**src/rtl/alu_multicycle.sv**
```systemverilog
// alu_multicycle: EX-stage ALU with registered results and a valid/ready input.
// Single-cycle ops (logic, add/sub, compares, shifts) return a result one cycle
// after the accept edge. MULT/MULTU (shift-add) and DIV/DIVU (restoring divide)
// iterate one bit per cycle on operand magnitudes and fix the signs at the end.
module alu_multicycle #(
  parameter int WIDTH = 32,
  parameter int CNT_W = $clog2(WIDTH) + 1
) (
  input  logic             clk,
  input  logic             reset_n,
  input  logic             in_valid,
  output logic             in_ready,
  input  logic [3:0]       operation,
  input  logic [WIDTH-1:0] data_a,
  input  logic [WIDTH-1:0] data_b,
  input  logic             abort,
  output logic             out_valid,
  output logic [WIDTH-1:0] result_lo,
  output logic [WIDTH-1:0] result_hi,
  output logic             zero,
  output logic             overflow,
  output logic             div_zero
);

  localparam logic [3:0] OP_AND   = 4'b0000;
  localparam logic [3:0] OP_OR    = 4'b0001;
  localparam logic [3:0] OP_ADD   = 4'b0010;
  localparam logic [3:0] OP_XOR   = 4'b0011;
  localparam logic [3:0] OP_SLL   = 4'b0100;
  localparam logic [3:0] OP_SRL   = 4'b0101;
  localparam logic [3:0] OP_SUB   = 4'b0110;
  localparam logic [3:0] OP_SLT   = 4'b0111;
  localparam logic [3:0] OP_SRA   = 4'b1000;
  localparam logic [3:0] OP_MULT  = 4'b1001;
  localparam logic [3:0] OP_MULTU = 4'b1010;
  localparam logic [3:0] OP_DIV   = 4'b1011;
  localparam logic [3:0] OP_NOR   = 4'b1100;
  localparam logic [3:0] OP_DIVU  = 4'b1101;
  localparam logic [3:0] OP_SLTU  = 4'b1110;

  localparam logic [CNT_W-1:0] LAST_ITER = CNT_W'(WIDTH - 1);

  typedef enum logic [1:0] {S_IDLE, S_MUL, S_DIV} state_t;

  state_t           state;
  logic [CNT_W-1:0] cnt;

  // Iteration datapath: mcand is multiplicand (MUL) or divisor (DIV);
  // acc_hi/acc_lo hold the running product, or remainder/quotient.
  logic [WIDTH-1:0] mcand;
  logic [WIDTH-1:0] acc_hi;
  logic [WIDTH-1:0] acc_lo;
  logic             neg_lo;
  logic             neg_hi;

  // Two's-complement negate under a condition, used for magnitudes and sign fixup.
  function automatic logic [WIDTH-1:0] neg_if(input logic en, input logic [WIDTH-1:0] v);
    return en ? (~v + 1'b1) : v;
  endfunction

  function automatic logic [2*WIDTH-1:0] neg2_if(input logic en, input logic [2*WIDTH-1:0] v);
    return en ? (~v + 1'b1) : v;
  endfunction

  logic             accept;
  logic             is_mul;
  logic             is_div;
  logic             is_signed;
  logic             b_is_zero;
  logic             sign_a;
  logic             sign_b;
  logic [WIDTH-1:0] mag_a;
  logic [WIDTH-1:0] mag_b;

  assign in_ready  = (state == S_IDLE);
  assign accept    = in_valid & in_ready;
  assign is_mul    = (operation == OP_MULT) | (operation == OP_MULTU);
  assign is_div    = (operation == OP_DIV)  | (operation == OP_DIVU);
  assign is_signed = (operation == OP_MULT) | (operation == OP_DIV);
  assign b_is_zero = (data_b == '0);
  assign sign_a    = is_signed & data_a[WIDTH-1];
  assign sign_b    = is_signed & data_b[WIDTH-1];
  assign mag_a     = neg_if(sign_a, data_a);
  assign mag_b     = neg_if(sign_b, data_b);

  logic [WIDTH-1:0] sc_res;
  logic             sc_ovf;
  logic [WIDTH-1:0] sum_ab;
  logic [WIDTH-1:0] diff_ab;
  logic [CNT_W-2:0] shamt;

  assign sum_ab  = data_a + data_b;
  assign diff_ab = data_a - data_b;
  assign shamt   = data_b[CNT_W-2:0];

  // Single-cycle result and ADD/SUB signed overflow.
  always_comb begin
    sc_res = '0;
    sc_ovf = 1'b0;
    case (operation)
      OP_AND: sc_res = data_a & data_b;
      OP_OR:  sc_res = data_a | data_b;
      OP_XOR: sc_res = data_a ^ data_b;
      OP_NOR: sc_res = ~(data_a | data_b);
      OP_ADD: begin
        sc_res = sum_ab;
        sc_ovf = (data_a[WIDTH-1] == data_b[WIDTH-1]) && (sum_ab[WIDTH-1] != data_a[WIDTH-1]);
      end
      OP_SUB: begin
        sc_res = diff_ab;
        sc_ovf = (data_a[WIDTH-1] != data_b[WIDTH-1]) && (diff_ab[WIDTH-1] != data_a[WIDTH-1]);
      end
      OP_SLT:  sc_res = {{(WIDTH-1){1'b0}}, ($signed(data_a) < $signed(data_b))};
      OP_SLTU: sc_res = {{(WIDTH-1){1'b0}}, (data_a < data_b)};
      OP_SLL:  sc_res = data_a << shamt;
      OP_SRL:  sc_res = data_a >> shamt;
      OP_SRA:  sc_res = $unsigned($signed(data_a) >>> shamt);
      default: sc_res = '0;
    endcase
  end

  // One iteration step. For DIV the remainder never exceeds the divisor, so
  // bit WIDTH of the trial subtraction is set exactly when it borrows.
  logic [WIDTH:0]   mul_sum;
  logic [WIDTH:0]   div_shift;
  logic [WIDTH:0]   div_sub;
  logic [WIDTH-1:0] it_hi;
  logic [WIDTH-1:0] it_lo;

  assign mul_sum   = {1'b0, acc_hi} + (acc_lo[0] ? {1'b0, mcand} : '0);
  assign div_shift = {acc_hi, acc_lo[WIDTH-1]};
  assign div_sub   = div_shift - {1'b0, mcand};

  // Select the next accumulator value for the active iterative operation.
  always_comb begin
    it_hi = mul_sum[WIDTH:1];
    it_lo = {mul_sum[0], acc_lo[WIDTH-1:1]};
    if (state == S_DIV) begin
      it_hi = div_sub[WIDTH] ? div_shift[WIDTH-1:0] : div_sub[WIDTH-1:0];
      it_lo = {acc_lo[WIDTH-2:0], ~div_sub[WIDTH]};
    end
  end

  logic [2*WIDTH-1:0] prod_fix;
  logic [WIDTH-1:0]   fin_lo;
  logic [WIDTH-1:0]   fin_hi;

  assign prod_fix = neg2_if(neg_lo, {it_hi, it_lo});
  assign fin_lo   = (state == S_MUL) ? prod_fix[WIDTH-1:0]       : neg_if(neg_lo, it_lo);
  assign fin_hi   = (state == S_MUL) ? prod_fix[2*WIDTH-1:WIDTH] : neg_if(neg_hi, it_hi);

  // Iteration registers: loaded on accept, stepped every cycle while busy.
  always_ff @(posedge clk) begin
    if (accept) begin
      mcand  <= is_div ? mag_b : mag_a;
      acc_lo <= is_div ? mag_a : mag_b;
      acc_hi <= '0;
      neg_lo <= sign_a ^ sign_b;
      neg_hi <= sign_a;
    end else if (state != S_IDLE) begin
      acc_hi <= it_hi;
      acc_lo <= it_lo;
    end
  end

  // Control FSM with registered result and flag outputs.
  always_ff @(posedge clk or negedge reset_n) begin
    if (!reset_n) begin
      state     <= S_IDLE;
      cnt       <= '0;
      out_valid <= 1'b0;
      result_lo <= '0;
      result_hi <= '0;
      zero      <= 1'b1;
      overflow  <= 1'b0;
      div_zero  <= 1'b0;
    end else begin
      out_valid <= 1'b0;
      case (state)
        S_IDLE: begin
          if (accept) begin
            cnt <= '0;
            if (is_mul) begin
              state <= S_MUL;
            end else if (is_div && !b_is_zero) begin
              state <= S_DIV;
            end else if (is_div) begin
              out_valid <= 1'b1;
              result_lo <= '1;
              result_hi <= data_a;
              zero      <= 1'b0;
              overflow  <= 1'b0;
              div_zero  <= 1'b1;
            end else begin
              out_valid <= 1'b1;
              result_lo <= sc_res;
              result_hi <= '0;
              zero      <= (sc_res == '0);
              overflow  <= sc_ovf;
              div_zero  <= 1'b0;
            end
          end
        end
        S_MUL, S_DIV: begin
          if (abort) begin
            state <= S_IDLE;
            cnt   <= '0;
          end else if (cnt == LAST_ITER) begin
            state     <= S_IDLE;
            cnt       <= '0;
            out_valid <= 1'b1;
            result_lo <= fin_lo;
            result_hi <= fin_hi;
            zero      <= (fin_lo == '0);
            overflow  <= 1'b0;
            div_zero  <= 1'b0;
          end else begin
            cnt <= cnt + 1'b1;
          end
        end
        default: begin
          state <= S_IDLE;
          cnt   <= '0;
        end
      endcase
    end
  end

endmodule

```
**config.mk**
```make
export PLATFORM = sky130hd
export DESIGN_NAME = alu_multicycle
export DESIGN_NICKNAME = d
export VERILOG_FILES = /design/src/rtl/alu_multicycle.sv
export SDC_FILE = /design/constraint.sdc
export NUM_CORES = 1
export LEC_CHECK = 0
export CAP_MARGIN = 30
export CORE_ASPECT_RATIO = 1.2
export CORE_MARGIN = 2
export CORE_UTILIZATION = 26
export CTS_BUF_LIST = sky130_fd_sc_hd__clkbuf_4 sky130_fd_sc_hd__clkbuf_8
export DETAILED_ROUTE_END_ITERATION = 6
export PLACE_DENSITY_LB_ADDON = 0.25
export RECOVER_POWER = 100
export SYNTH_ARGS = -nofsm -noshare
export SYNTH_HDL_FRONTEND = slang
export SYNTH_SLANG_ARGS = --single-unit
```
**constraint.sdc**
```tcl
create_clock -name clk -period 4.7 [get_ports clk]
set_input_delay 0.94 -clock clk [delete_from_list [all_inputs] [get_ports clk]]
set_output_delay 0.94 -clock clk [all_outputs]
set_load 0.02 [all_outputs]
```
# Word-level counts from Yosys, hierarchy flattened
# Index checks and enable logic that the tools add are counted.
[word_totals]
register_bits = 174
output_inout_bits = 69
[op_classes]
add_sub_neg = 10
magnitude_cmp = 2
eq_ne = 28
shifts = 3
mux = 66
bitwise = 17
n_reduce_logical = 15
[op_table]
columns = ["op", "n"]
rows = [
  ["$mux W32", 26],
  ["$pmux W32 S11", 1],
  ["$not A32 Y32", 5],
  ["$add A32 B1 Y32 const B", 4],
  ["$pmux W32 S2", 2],
  ["$logic_not A32 Y1", 3],
  ["$add A64 B1 Y64 const B", 1],
  ["$lt A32 B32 Y1", 2],
  ["$mux W64", 1],
  ["$not A64 Y64", 1],
  ["$add A32 B32 Y33", 1],
  ["$sub A33 B32 Y33", 1],
  ["$add A32 B32 Y32", 1],
  ["$and A32 B32 Y32", 1],
  ["$or A32 B32 Y32", 1],
  ["$shl A32 B5 Y32", 1],
  ["$shr A32 B5 Y32", 1],
  ["$sshr A32 B5 Y32", 1],
  ["$sub A32 B32 Y32", 1],
  ["$xor A32 B32 Y32", 1],
  ["$eq A4 B4 Y1 const B", 7],
  ["$mux W1", 21],
  ["$mux W6", 3],
  ["$eq A4 B3 Y1 const B", 4],
  ["28 further kinds", 50],
]

# Depth between registers and ports, before layout
[depth]
word_depth = 11
mapped_depth = 22
mapped_depth_nobuf = 20

# Worst setup path before layout
# OpenSTA, ideal clock, no wires.
[synth_path]
path_type = "input port to flip-flop"
from = "input port data_b[2]"
to = "register zero"
arrival_ps = 5341
path_slack_ps = -722
cell_stages = 20
n_path_buf = 5
path_cell_list = "buf_2 -> inv_2 -> buf_2 -> clkbuf_1 -> buf_2 -> buf_2 -> ha_1 -> inv_1 -> a21oi_1 -> o31ai_1 -> a211oi_1 -> o311a_1 -> a211o_1 -> and3b_1 -> or3_1 -> a2111oi_0 -> nand4_1 -> nor4_1 -> nand4_1 -> o211ai_1"
[synth_between]
elab_chain_len = 9
word_cells_on_any_way = 23
[synth_rtl]
columns = ["item", "line_no", "rtl"]
rows = [
  ["from (decl)", "15", "input logic [WIDTH-1:0] data_b,"],
  ["branches (longest 9 deep; another with $sub A32 B32 Y32)", "-", ""],
  ["to (signal assigned)", "198", "zero <= (sc_res == '0);"],
  ["to (signal assigned)", "214", "zero <= (fin_lo == '0);"],
  ["to (decl)", "20", "output logic zero,"],
]
# Parallel ways; which one is timed is not known. The select of a mux whose other input is x is not followed.
# A chain may end at the register's enable or synchronous reset.

# Worst setup path in the final report
[layout_path]
from = "input port data_a[27]"
to = "register zero"
[layout_between]
elab_chain_len = 9
word_cells_on_any_way = 18
[layout_rtl]
columns = ["item", "line_no", "rtl"]
rows = [
  ["from (decl)", "14", "input logic [WIDTH-1:0] data_a,"],
  ["branches (longest 2 deep; another with $sub A32 B32 Y32)", "-", ""],
  ["$pmux W32 S11 (*)", "100", "case (operation)"],
  ["$logic_not A32 Y1 (*)", "198", ""],
  ["$mux W1 (*)", "187", "end else if (is_div) begin"],
  ["$mux W1 (*)", "185", "end else if (is_div && !b_is_zero) begin"],
  ["$mux W1 (*)", "183", "if (is_mul) begin"],
  ["$mux W1 (*)", "181", "if (accept) begin"],
  ["$pmux W1 S2 (*)", "179", "case (state)"],
]
# Every way passes the cells marked *. The select of a mux whose other input is x is not followed.

==> results.yml <==
critical_path:
  path_buf_inv: 5
  crit_family: "simple AND/OR/NAND/NOR gates"
  cp.arrival_ns: 5.03
  critPathCaptureType: "flop"
  crit_path_frequent_cell: "buf_4"
  worstSetupStartpointType: "input port"
  worstSetupPathType: "input port to flop"
  cpPeakStageDelay_ns: 0.62
  worst_ep_required_time_ns: 5.15
  cpMaxStageDelayCell: "clkdlybuf4s50_1"
  cp_max_fo: 4
  crit_chain: "clkdlybuf4s50_1, buf_4, mux4_2, mux2i_1, buf_4, or3_1, nor2_1, or4_1, nor4_2, buf_4, and4_2, nand4_1, nor4_2, buf_4, nand4_1, o211ai_1"
logic_synthesis:
  synth-async-reset-ratio_pct: 43.68
  synthSimpleGateAreaFrac_pct: 18.70
  synth-seq-area-share_pct: 18.03
  synth_xor_area_share_pct: 6.176
  avgSynthCellArea_um2: 7.747
  yosys_warnings: 0
  synth_top_area_cell: "ha_1"
  synth-compound-area-share_pct: 29.51
  yosys.area.top_type_share_pct: 8.424
  synth_adder_area_share_pct: 8.743
  synth_cells: 3240
  syn_nets: 3485
  synth.area.top_cells: "ha_1 8.4%, edfxtp_1 7.9%, dfrtp_1 7.5%, mux4_2 6.8%, a21oi_1 5.3%"
  synth.distinct_cells: 117
  synth_edf_count: 66
  synth_mux_area_share_pct: 12.38
  synth-seq-cells: 174
  syn_area_um2: 25100
  synthFlopType: "dfrtp_1"
  synth_top_family_by_area: "compound AO/OA/AOI/OAI gates"
sta:
  min_period_over_period_pct: 97.41
  relSlewSlack_pct: -85.34
  final-hold-violation-count: 0
  hold_ws_ns: 0.4826
  drv_slew: 46
  fin_setup_tns_ns: 0
  fmaxAchievable_mhz: 218.4
  clock_skew_ns: 0.01634
  layout_min_cycle_time_ns: 4.578
  worst_pin_slew_ns: 2.780
  setup_viol: 0
place:
  port_buffers: 140
  place_congestion: 1.071
  place_hpwl_um: 112900
  place_inst: 5120
clock_network:
  clk_path_buf_depth: 2
  clk_latency_ns: 0.53
  htreeDepth: 4
  root_buffer: "clkbuf_8"
  clock_sinks: 174
  cts-hold-fix-buffers: 0
  path_clk_slew_ns: 0.11
  cts_tree: "yes"
  cts_buffers: 17
power:
  pwr-share-comb_pct: 75.5
  seqPwrFrac_pct: 17.9
  ir_drop_v: 0.0003143
  switchingPower_mw: 8.533
  power.leakage_nw: 14.24
  clkPwrFrac_pct: 6.6
  powerDensity_nw_per_um2: 482.9
  swShare_pct: 52.81
  p_int_mw: 7.624
floorplanning:
  die_x_um: 287.6
  core_um2: 95420
  start_util_pct: 26.31
  io_pins: 141
  dieArea_um2: 99050
  die_h_um: 344.4
  core.rowCount: 124
grt:
  grt_pass1_wl_um: 193500
  grt_start_max_net_pins: 51
  antenna_found_initial: 5
  grt_pass1_vias: 28320
  grt_overflow: 0
  grt_usage_pct: 26.52
cells_and_area:
  final_cells: 5158
  fill_cells: 10190
  synthToLayoutAreaGrowth_pct: 33.29
  layout.nets: 4127
  final-seq-area_um2: 4526
  drive_gt1_share_pct: 24.21
  multi_input_area_um2: 19250
drt:
  drtPass1Iterations: 7
  antenna_left: 0
  drc_errors: 4
  routed_wl_um: 134900
  wire_per_inst_um: 26.16
  vias_per_cell: 5.659
  num_vias: 29190
  first_iter_violations: 3133
min_path:
  hold_class: "flop to flop"
run:
  max_cap_viol_count: 1
outcome:
  outcome: "finished, violations left"
  violations: "DRC, capacitance limit, slew limit"
cells in the final DEF (no fill, tap or decap), drive strengths merged, types with 66 or more instances in the layout:
cell         instances
buf                696
nand2              339
a21oi              272
o21ai              251
nor2               244
inv                180
ha                 169
xnor2              134
mux2i              112
nor3                82
mux4                76
dfrtp               75
a21o                74
dlygate4sd3         70
a22oi               70
edfxtp              66
cell families after synthesis:
group	Yosys count
muxes	211
DFF	174
buffers and inverters	404
xor gates and xnor gates	177
adders and majority gates	173
and+or+nand+nor	987
AOI/OAI and AO/OA	1114
sequential cells by signal, summed over array words and instances, names as in the netlist:
register   cells
div_zero       1
mcand         32
zero           1
overflow       1
result_lo     32
neg_hi         1
acc_lo        32
acc_hi        32
neg_lo         1
cnt            6
out_valid      1
result_hi     32
state          2
per-stage QoR:
step	worst slack [ns]	utilization (%)	cell area (um2)	power (mW)
2_1_floorplan	0.007167	-	25170	9.703
3_3_place_gp	-0.4759	34.55	32970	14.90
3_5_place_dp	-0.4811	34.55	32970	14.92
4_1_cts	0.04515	34.95	33350	16.07
5_1_grt	-0.02226	35.06	33450	17.13
6_report	0.1218	35.06	33460	16.16
power by group through the flow:
stage | sequential (mW) | combinational [mW] | clock, mW
6_report | 2.89 | 12.2 | 1.07
5_1_grt | 2.94 | 13.1 | 1.14
4_1_cts | 2.89 | 12.1 | 1.09
3_5_place_dp | 2.92 | 12.0 | 0
3_3_place_gp | 2.92 | 12.0 | 0
2_1_floorplan | 2.91 | 6.80 | 0
area by class of cell:
cell class / count / share of cell area (%)
repair buffers: 857 / 21.16
diodes: 3 / 0.02244
inverters: 170 / 1.922
well taps: 1260 / 4.712
flip-flops and latches: 174 / 13.53
multi-input cells: 2662 / 57.55
clock buffers: 19 / 0.7629
clock inverters: 13 / 0.3441
cells in the mapped netlist, types with 42 or more instances:
library cell,number
nor2_1,243
nand2_1,338
nor3_1,80
xnor2_1,134
mux4_2,76
and2_1,53
inv_1,166
xor2_1,43
a211oi_1,42
o21ai_0,221
a21oi_1,268
ha_1,169
edfxtp_1,66
dfrtp_1,75
a22oi_1,69
mux2i_1,109
a21o_1,74
a31oi_1,45
nand3_1,56
clkbuf_1,170
timing repair:
| action | 4_1_cts | 5_1_grt |
|---|---|---|
| setup endpoints to repair | 5 | 21 |
| setup buffers | 0 | 3 |
| gates resized for setup | 2 | 45 |
| pin swaps | 0 | 14 |
per-layer routing:
layer / track usage (%) / vias up / routed length, um
li1: - / 13360 / -
met5: 0 / - / 11
met4: 13.35 / 2 / 7780
met3: 3.022 / 254 / 8859
met1: 33.15 / 14270 / 54550
met2: 45.00 / 1306 / 63740
worst paths after layout:
kind,start,endpoint,slack (ns),cells after the start
max in group asynchronous,reset_n,result_hi[14],1.32,2
max,data_a[27],zero,0.12,16
max reg2reg,acc_lo[31],result_hi[14],0.16,20
min in group asynchronous,reset_n,out_valid,1.30,1
min reg2reg,result_lo[15],result_lo[15],0.48,1
min,result_lo[15],result_lo[15],0.48,1
(Power assumes the default switching activity.)
